==> config.mk <==
export PLATFORM = sky130hd
export DESIGN_NAME = pc_sequencer
export DESIGN_NICKNAME = d
export VERILOG_FILES = /design/src/rtl/pc_sequencer.sv
export SDC_FILE = /design/constraint.sdc
export NUM_CORES = 1
export LEC_CHECK = 0
export BUFFER_PORTS_ARGS = -buffer_cell sky130_fd_sc_hd__buf_4
export CAP_MARGIN = 20
export CORE_UTILIZATION = 30
export DETAILED_ROUTE_END_ITERATION = 16
export GPL_ROUTABILITY_DRIVEN = 0
export PLACE_DENSITY = 0.59
export SLEW_MARGIN = 20
export SYNTH_ARGS = -nofsm -noshare
export SYNTH_HDL_FRONTEND = slang
export SYNTH_SLANG_ARGS = --single-unit
export TNS_END_PERCENT = 20
==> constraint.sdc <==
create_clock -name clock -period 2.6 [get_ports clock]
set_clock_uncertainty 0.2 [all_clocks]
set_input_delay 0.52 -clock clock [delete_from_list [all_inputs] [get_ports clock]]
set_output_delay 0.52 -clock clock [all_outputs]
set_load 0.02 [all_outputs]
==> src/rtl/pc_sequencer.sv <==
// pc_sequencer: multi-cycle FETCH/DECODE/EXEC/MEM/HALT control for the PC, next-PC mux, IR and memory port.
// Optional macro PC_SEQ_WDOG_EN adds a memory-wait watchdog that forces HALT and raises a sticky fault.
module pc_sequencer #(
  parameter int unsigned MEM_TIMEOUT = 8
) (
  input  logic        clock,
  input  logic        reset,
  input  logic [3:0]  opcode,
  input  logic        comp,
  input  logic        stall,
  input  logic        mem_ready,
  output logic [2:0]  pcSrc,
  output logic        pcWrite,
  output logic        irWrite,
  output logic        mem_req,
  output logic        mem_we,
  output logic        link_write,
  output logic        halted,
  output logic        fault,
  output logic [2:0]  state,
  output logic [15:0] retired
);

  localparam int unsigned OP_W   = 4;
  localparam int unsigned SRC_W  = 3;
  localparam int unsigned ST_W   = 3;
  localparam int unsigned CNT_W  = 16;
  localparam int unsigned WAIT_W = 8;

  typedef enum logic [ST_W-1:0] {
    S_FETCH  = 3'd0,
    S_DECODE = 3'd1,
    S_EXEC   = 3'd2,
    S_MEM    = 3'd3,
    S_HALT   = 3'd4
  } state_t;

  localparam logic [OP_W-1:0] OP_LD   = 4'h6;
  localparam logic [OP_W-1:0] OP_ST   = 4'h7;
  localparam logic [OP_W-1:0] OP_BEQ  = 4'h8;
  localparam logic [OP_W-1:0] OP_BNE  = 4'h9;
  localparam logic [OP_W-1:0] OP_J    = 4'hA;
  localparam logic [OP_W-1:0] OP_JAL  = 4'hB;
  localparam logic [OP_W-1:0] OP_JR   = 4'hC;
  localparam logic [OP_W-1:0] OP_JM   = 4'hD;
  localparam logic [OP_W-1:0] OP_JMR  = 4'hE;
  localparam logic [OP_W-1:0] OP_HALT = 4'hF;

  localparam logic [SRC_W-1:0] SRC_SEQ    = 3'b000;
  localparam logic [SRC_W-1:0] SRC_BRANCH = 3'b001;
  localparam logic [SRC_W-1:0] SRC_JUMP   = 3'b010;
  localparam logic [SRC_W-1:0] SRC_REG    = 3'b011;
  localparam logic [SRC_W-1:0] SRC_MEMIND = 3'b100;
  localparam logic [SRC_W-1:0] SRC_MEMREG = 3'b101;

  if ((MEM_TIMEOUT < 2) || (MEM_TIMEOUT > 255)) begin : g_bad_timeout
    $error("pc_sequencer: MEM_TIMEOUT must be within 2..255");
  end

  state_t              r_state;
  state_t              w_next;
  logic [CNT_W-1:0]    r_retired;
  logic [SRC_W-1:0]    w_pc_src;
  logic                w_pc_write;
  logic                w_ir_write;
  logic                w_mem_req;
  logic                w_mem_we;
  logic                w_link;
  logic                w_quiet;
  logic                w_pc_write_g;
  logic                w_enter_halt;

`ifdef PC_SEQ_WDOG_EN
  logic [WAIT_W-1:0]   r_wait;
  logic                r_fault;
  logic                w_waiting;
  logic                w_timeout;

  // A waiting cycle is an unstalled FETCH/MEM cycle with no memory response.
  assign w_waiting = ((r_state == S_FETCH) || (r_state == S_MEM)) && !mem_ready && !stall;
  assign w_timeout = w_waiting &&
                     (({1'b0, r_wait} + (WAIT_W+1)'(1)) >= (WAIT_W+1)'(MEM_TIMEOUT));

  always_ff @(posedge clock) begin
    if (reset) begin
      r_wait  <= '0;
      r_fault <= 1'b0;
    end else begin
      if (w_timeout) r_fault <= 1'b1;
      if (!stall) r_wait <= w_waiting ? (r_wait + WAIT_W'(1)) : '0;
    end
  end

  assign fault = r_fault;
`else
  assign fault = 1'b0;
`endif

  // Next-state and raw strobe decode.
  always_comb begin
    w_next     = r_state;
    w_pc_src   = SRC_SEQ;
    w_pc_write = 1'b0;
    w_ir_write = 1'b0;
    w_mem_req  = 1'b0;
    w_mem_we   = 1'b0;
    w_link     = 1'b0;
    case (r_state)
      S_FETCH: begin
        w_mem_req = 1'b1;
        if (mem_ready) begin
          w_ir_write = 1'b1;
          w_next     = S_DECODE;
        end
      end
      S_DECODE: w_next = S_EXEC;
      S_EXEC: begin
        w_next     = S_FETCH;
        w_pc_write = 1'b1;
        case (opcode)
          OP_LD, OP_ST: begin
            w_pc_write = 1'b0;
            w_next     = S_MEM;
          end
          OP_BEQ:  w_pc_src = comp ? SRC_BRANCH : SRC_SEQ;
          OP_BNE:  w_pc_src = comp ? SRC_SEQ : SRC_BRANCH;
          OP_J:    w_pc_src = SRC_JUMP;
          OP_JAL: begin
            w_pc_src = SRC_JUMP;
            w_link   = 1'b1;
          end
          OP_JR:   w_pc_src = SRC_REG;
          OP_JM:   w_pc_src = SRC_MEMIND;
          OP_JMR:  w_pc_src = SRC_MEMREG;
          OP_HALT: begin
            w_pc_write = 1'b0;
            w_next     = S_HALT;
          end
          default: w_pc_src = SRC_SEQ;
        endcase
      end
      S_MEM: begin
        w_mem_req = 1'b1;
        w_mem_we  = (opcode == OP_ST);
        if (mem_ready) begin
          w_pc_write = 1'b1;
          w_next     = S_FETCH;
        end
      end
      S_HALT: w_next = S_HALT;
      default: w_next = S_HALT;
    endcase
`ifdef PC_SEQ_WDOG_EN
    if (w_timeout) w_next = S_HALT;
`endif
    if (stall) w_next = r_state;
  end

  assign w_quiet      = reset | stall;
  assign w_pc_write_g = w_pc_write & ~w_quiet;
  assign w_enter_halt = (w_next == S_HALT) && (r_state != S_HALT) && !w_quiet;

  // State register and retired-instruction counter.
  always_ff @(posedge clock) begin
    if (reset) begin
      r_state   <= S_FETCH;
      r_retired <= '0;
    end else begin
      r_state <= w_next;
      if (w_pc_write_g || w_enter_halt) r_retired <= r_retired + CNT_W'(1);
    end
  end

  assign pcSrc      = w_pc_src;
  assign pcWrite    = w_pc_write_g;
  assign irWrite    = w_ir_write & ~w_quiet;
  assign mem_req    = w_mem_req & ~w_quiet;
  assign mem_we     = w_mem_we & ~w_quiet;
  assign link_write = w_link & ~w_quiet;
  assign halted     = (r_state == S_HALT);
  assign state      = ST_W'(r_state);
  assign retired    = r_retired;

endmodule

==> run summary <==
FP Rows: 22
Share of cells above drive strength 1: 28.0%
Layout area overhead: 30.2%
Setup-failing EPs final: 0
Critical path class: reg2out
Post-synth top flop: dfxtp_1
Required time of the worst setup path: 1.88 ns
N_diodes: 0
Worst hold-check path type: reg2reg
Grt ovf: 0
Placed cell count: 230
Ys Warns: 0
WHS: 0.287 ns
Post-route ant nets: 0
Final Hold Fails: 0
Worst Setup End Kind: output port
# IOs: 38
Status: finished clean
Power, Total: 573 µW
Met2 GRT Util: 23.6%
Synth Area per Inst: 7.97 µm²
Global route hottest layer: met2
Core Box Area: 3740 µm²
Port Buffers: 36
CTS tree: done
Synth Instances: 150
Compound-Gate Fraction of Synth Area: 22.1%
Clk pwr share: 35.9%
Wirelength, routed: 2820 µm
Min Tclk post-route: 2.33 ns
Global-route wire length before repair: 4700 µm
Simple-gate share of the synthesized area: 29.4%
Largest net degree at the start of global routing: 18
Pwr Density: 368 nW/µm²
Slew @ Worst Pin: 0.617 ns
Crit start category: flop
Max-Cap Viols: 0
Number of global-route vias before repair: 1070
Post-CTS Resized: 0
Post-synthesis register bit count: 19
Sequential-to-total area share from yosys stat: 31.8%
Sw Pwr: 143 µW
Post-synth EDFFs: 0
Commonest non-fill, non-tap cells in the layout: buf_4, nor2_1, dfxtp_1
WL per Instance: 12.0 µm
Drt initial violations: 26
H-tree depth: 1
Pre-antenna DRT Iters: 4
Inserted Clock Buffers: 3
CTS Buffer Depth: 2
CTS Sinks: 19
Post-Synth Adder-Cell Area: 1.05%
Final critical-path share of the clock period: 89.7%
Critical path peak fanout: 10
Fillers: 394
DIE AREA: 4240 µm²
Starting density of the core: 31.9%
CP arrival: 1.61 ns
Setup TNS: 0 ns
VDD IR max: 0.124 mV
Post-Synth XOR/XNOR Area: 2.93%
Largest family of logic cells by synthesized area: simple AND/OR/NAND/NOR gates
Setup ws final: 0.268 ns
Initial antenna violation count: 0
Hold_buf cts: 0
Die height: 65.1 µm
Switching Fraction: 25.0%
Post-CTS Setup Inserts: 0
Multiplexer area fraction after synthesis: 5.03%
Vias: 1169
Slew HR: 58.8%
Final Non-Filler Cells: 234
Asr flop ratio synth: 0%
RSZ-0062 raised after global routing: no
CTS root buffer: clkbuf_8
Yosys cell types: 41
Sequential power share: 51.7%
Combinational share of power: 12.4%
Die Width: 65.1 µm
Clk_lat worst skew: 0.25 ns
Post-Syn Nets: 160
Commonest non-fill, non-tap cell in the layout: buf_4
Internal: 429 µW
Global router's overall resource usage: 13.8%
DR DRC count: 0
Met3 Usage GRT: 1.56%
Vias/cell: 5.00
Reg clk slew, reported paths: 0.07 ns
Slew Viols, Final: 0
Synth Cell Area: 1190 µm²
DP HPWL: 2190 µm
Max Fclk: 429 MHz
Final nets: 197
Leakage power: 0.000623 µW
Pre-CTS setup slack: 0.292 ns
Met1 GRT Util: 18.3%
[state kept, by name, indices dropped and copies added (netlist names)]
| name | cells |
|---|---|
| retired | 16 |
| state | 3 |
[power groups by stage]
stage / clock network, µW / registers [µW] / logic, µW
2_1_floorplan: 0 / 302 / 46.7
3_3_place_gp: 0 / 303 / 69.7
3_5_place_dp: 0 / 303 / 71.6
4_1_cts: 209 / 296 / 71.7
5_1_grt: 226 / 296 / 77.6
6_report: 206 / 296 / 71.2
[per-layer routing]
layer,wire [µm],part of all wire (%),vias to the layer above
met3,110,3.9,2
li1,-,-,607
met1,1350,48,528
met4,29,1.0,0
met5,0,0,-
met2,1320,47,32
[worst paths after layout]
path	end	depth (start not counted)	startpoint	slack, ns
max reg2reg	retired[5]	6	state[1]	0.50
min	retired[15]	2	retired[15]	0.29
max	link_write	4	state[2]	0.27
min reg2reg	retired[15]	2	retired[15]	0.29
[cells by family after synthesis]
family          count (synthesis)
compound gates                 35
xor+xnor                        4
fa+ha+maj                       1
buf+inv                        17
flops                          19
mux                             6
other cells                     1
simple gates                   67
[worst max-delay path: stages (launching register included)]
cell and delay, ns:
dfxtp_1 0.40, nand2b_4 0.20, or2_2 0.34, nor4_1 0.24, buf_4 0.19
[layout make-up]
class,count,area [µm²],share of cell area [%]
clock buffer,3,41.3,2.65
multi-input combinational,114,727,46.7
sequential,19,380,24.5
inverter,7,26.3,1.69
tap,48,60.1,3.86
clock inverter,1,5.00,0.322
timing repair buffer,42,315,20.3
[cell usage after synthesis, types with 2 or more instances]
master	instances	share of area, %
a21oi_1	12	5.0
a31o_1	2	1.5
and2_1	2	1.0
buf_2	4	1.7
buf_4	3	1.9
clkbuf_1	2	0.63
dfxtp_1	19	32
inv_1	7	2.2
mux2i_1	6	5.0
nand2_1	13	4.1
nand2b_4	2	2.3
nand3_1	5	2.1
nand4_1	4	2.1
nor2_1	20	6.3
nor2b_1	2	1.0
nor3_1	3	1.3
nor4_1	4	2.1
o21a_1	3	1.9
o21ai_0	5	2.1
o21ai_1	3	1.3
o31ai_1	2	1.3
o41ai_1	2	1.5
or3_1	4	2.1
xor2_1	4	2.9
[through the flow]
stage               utilization [%]  area [µm²]
floorplan                         -        1190
global route                   41.5        1560
finish                         41.5        1560
global placement               40.3        1510
CTS                            41.5        1560
detailed placement             40.3        1510
No activity file was read; power rests on OpenSTA's default activity.
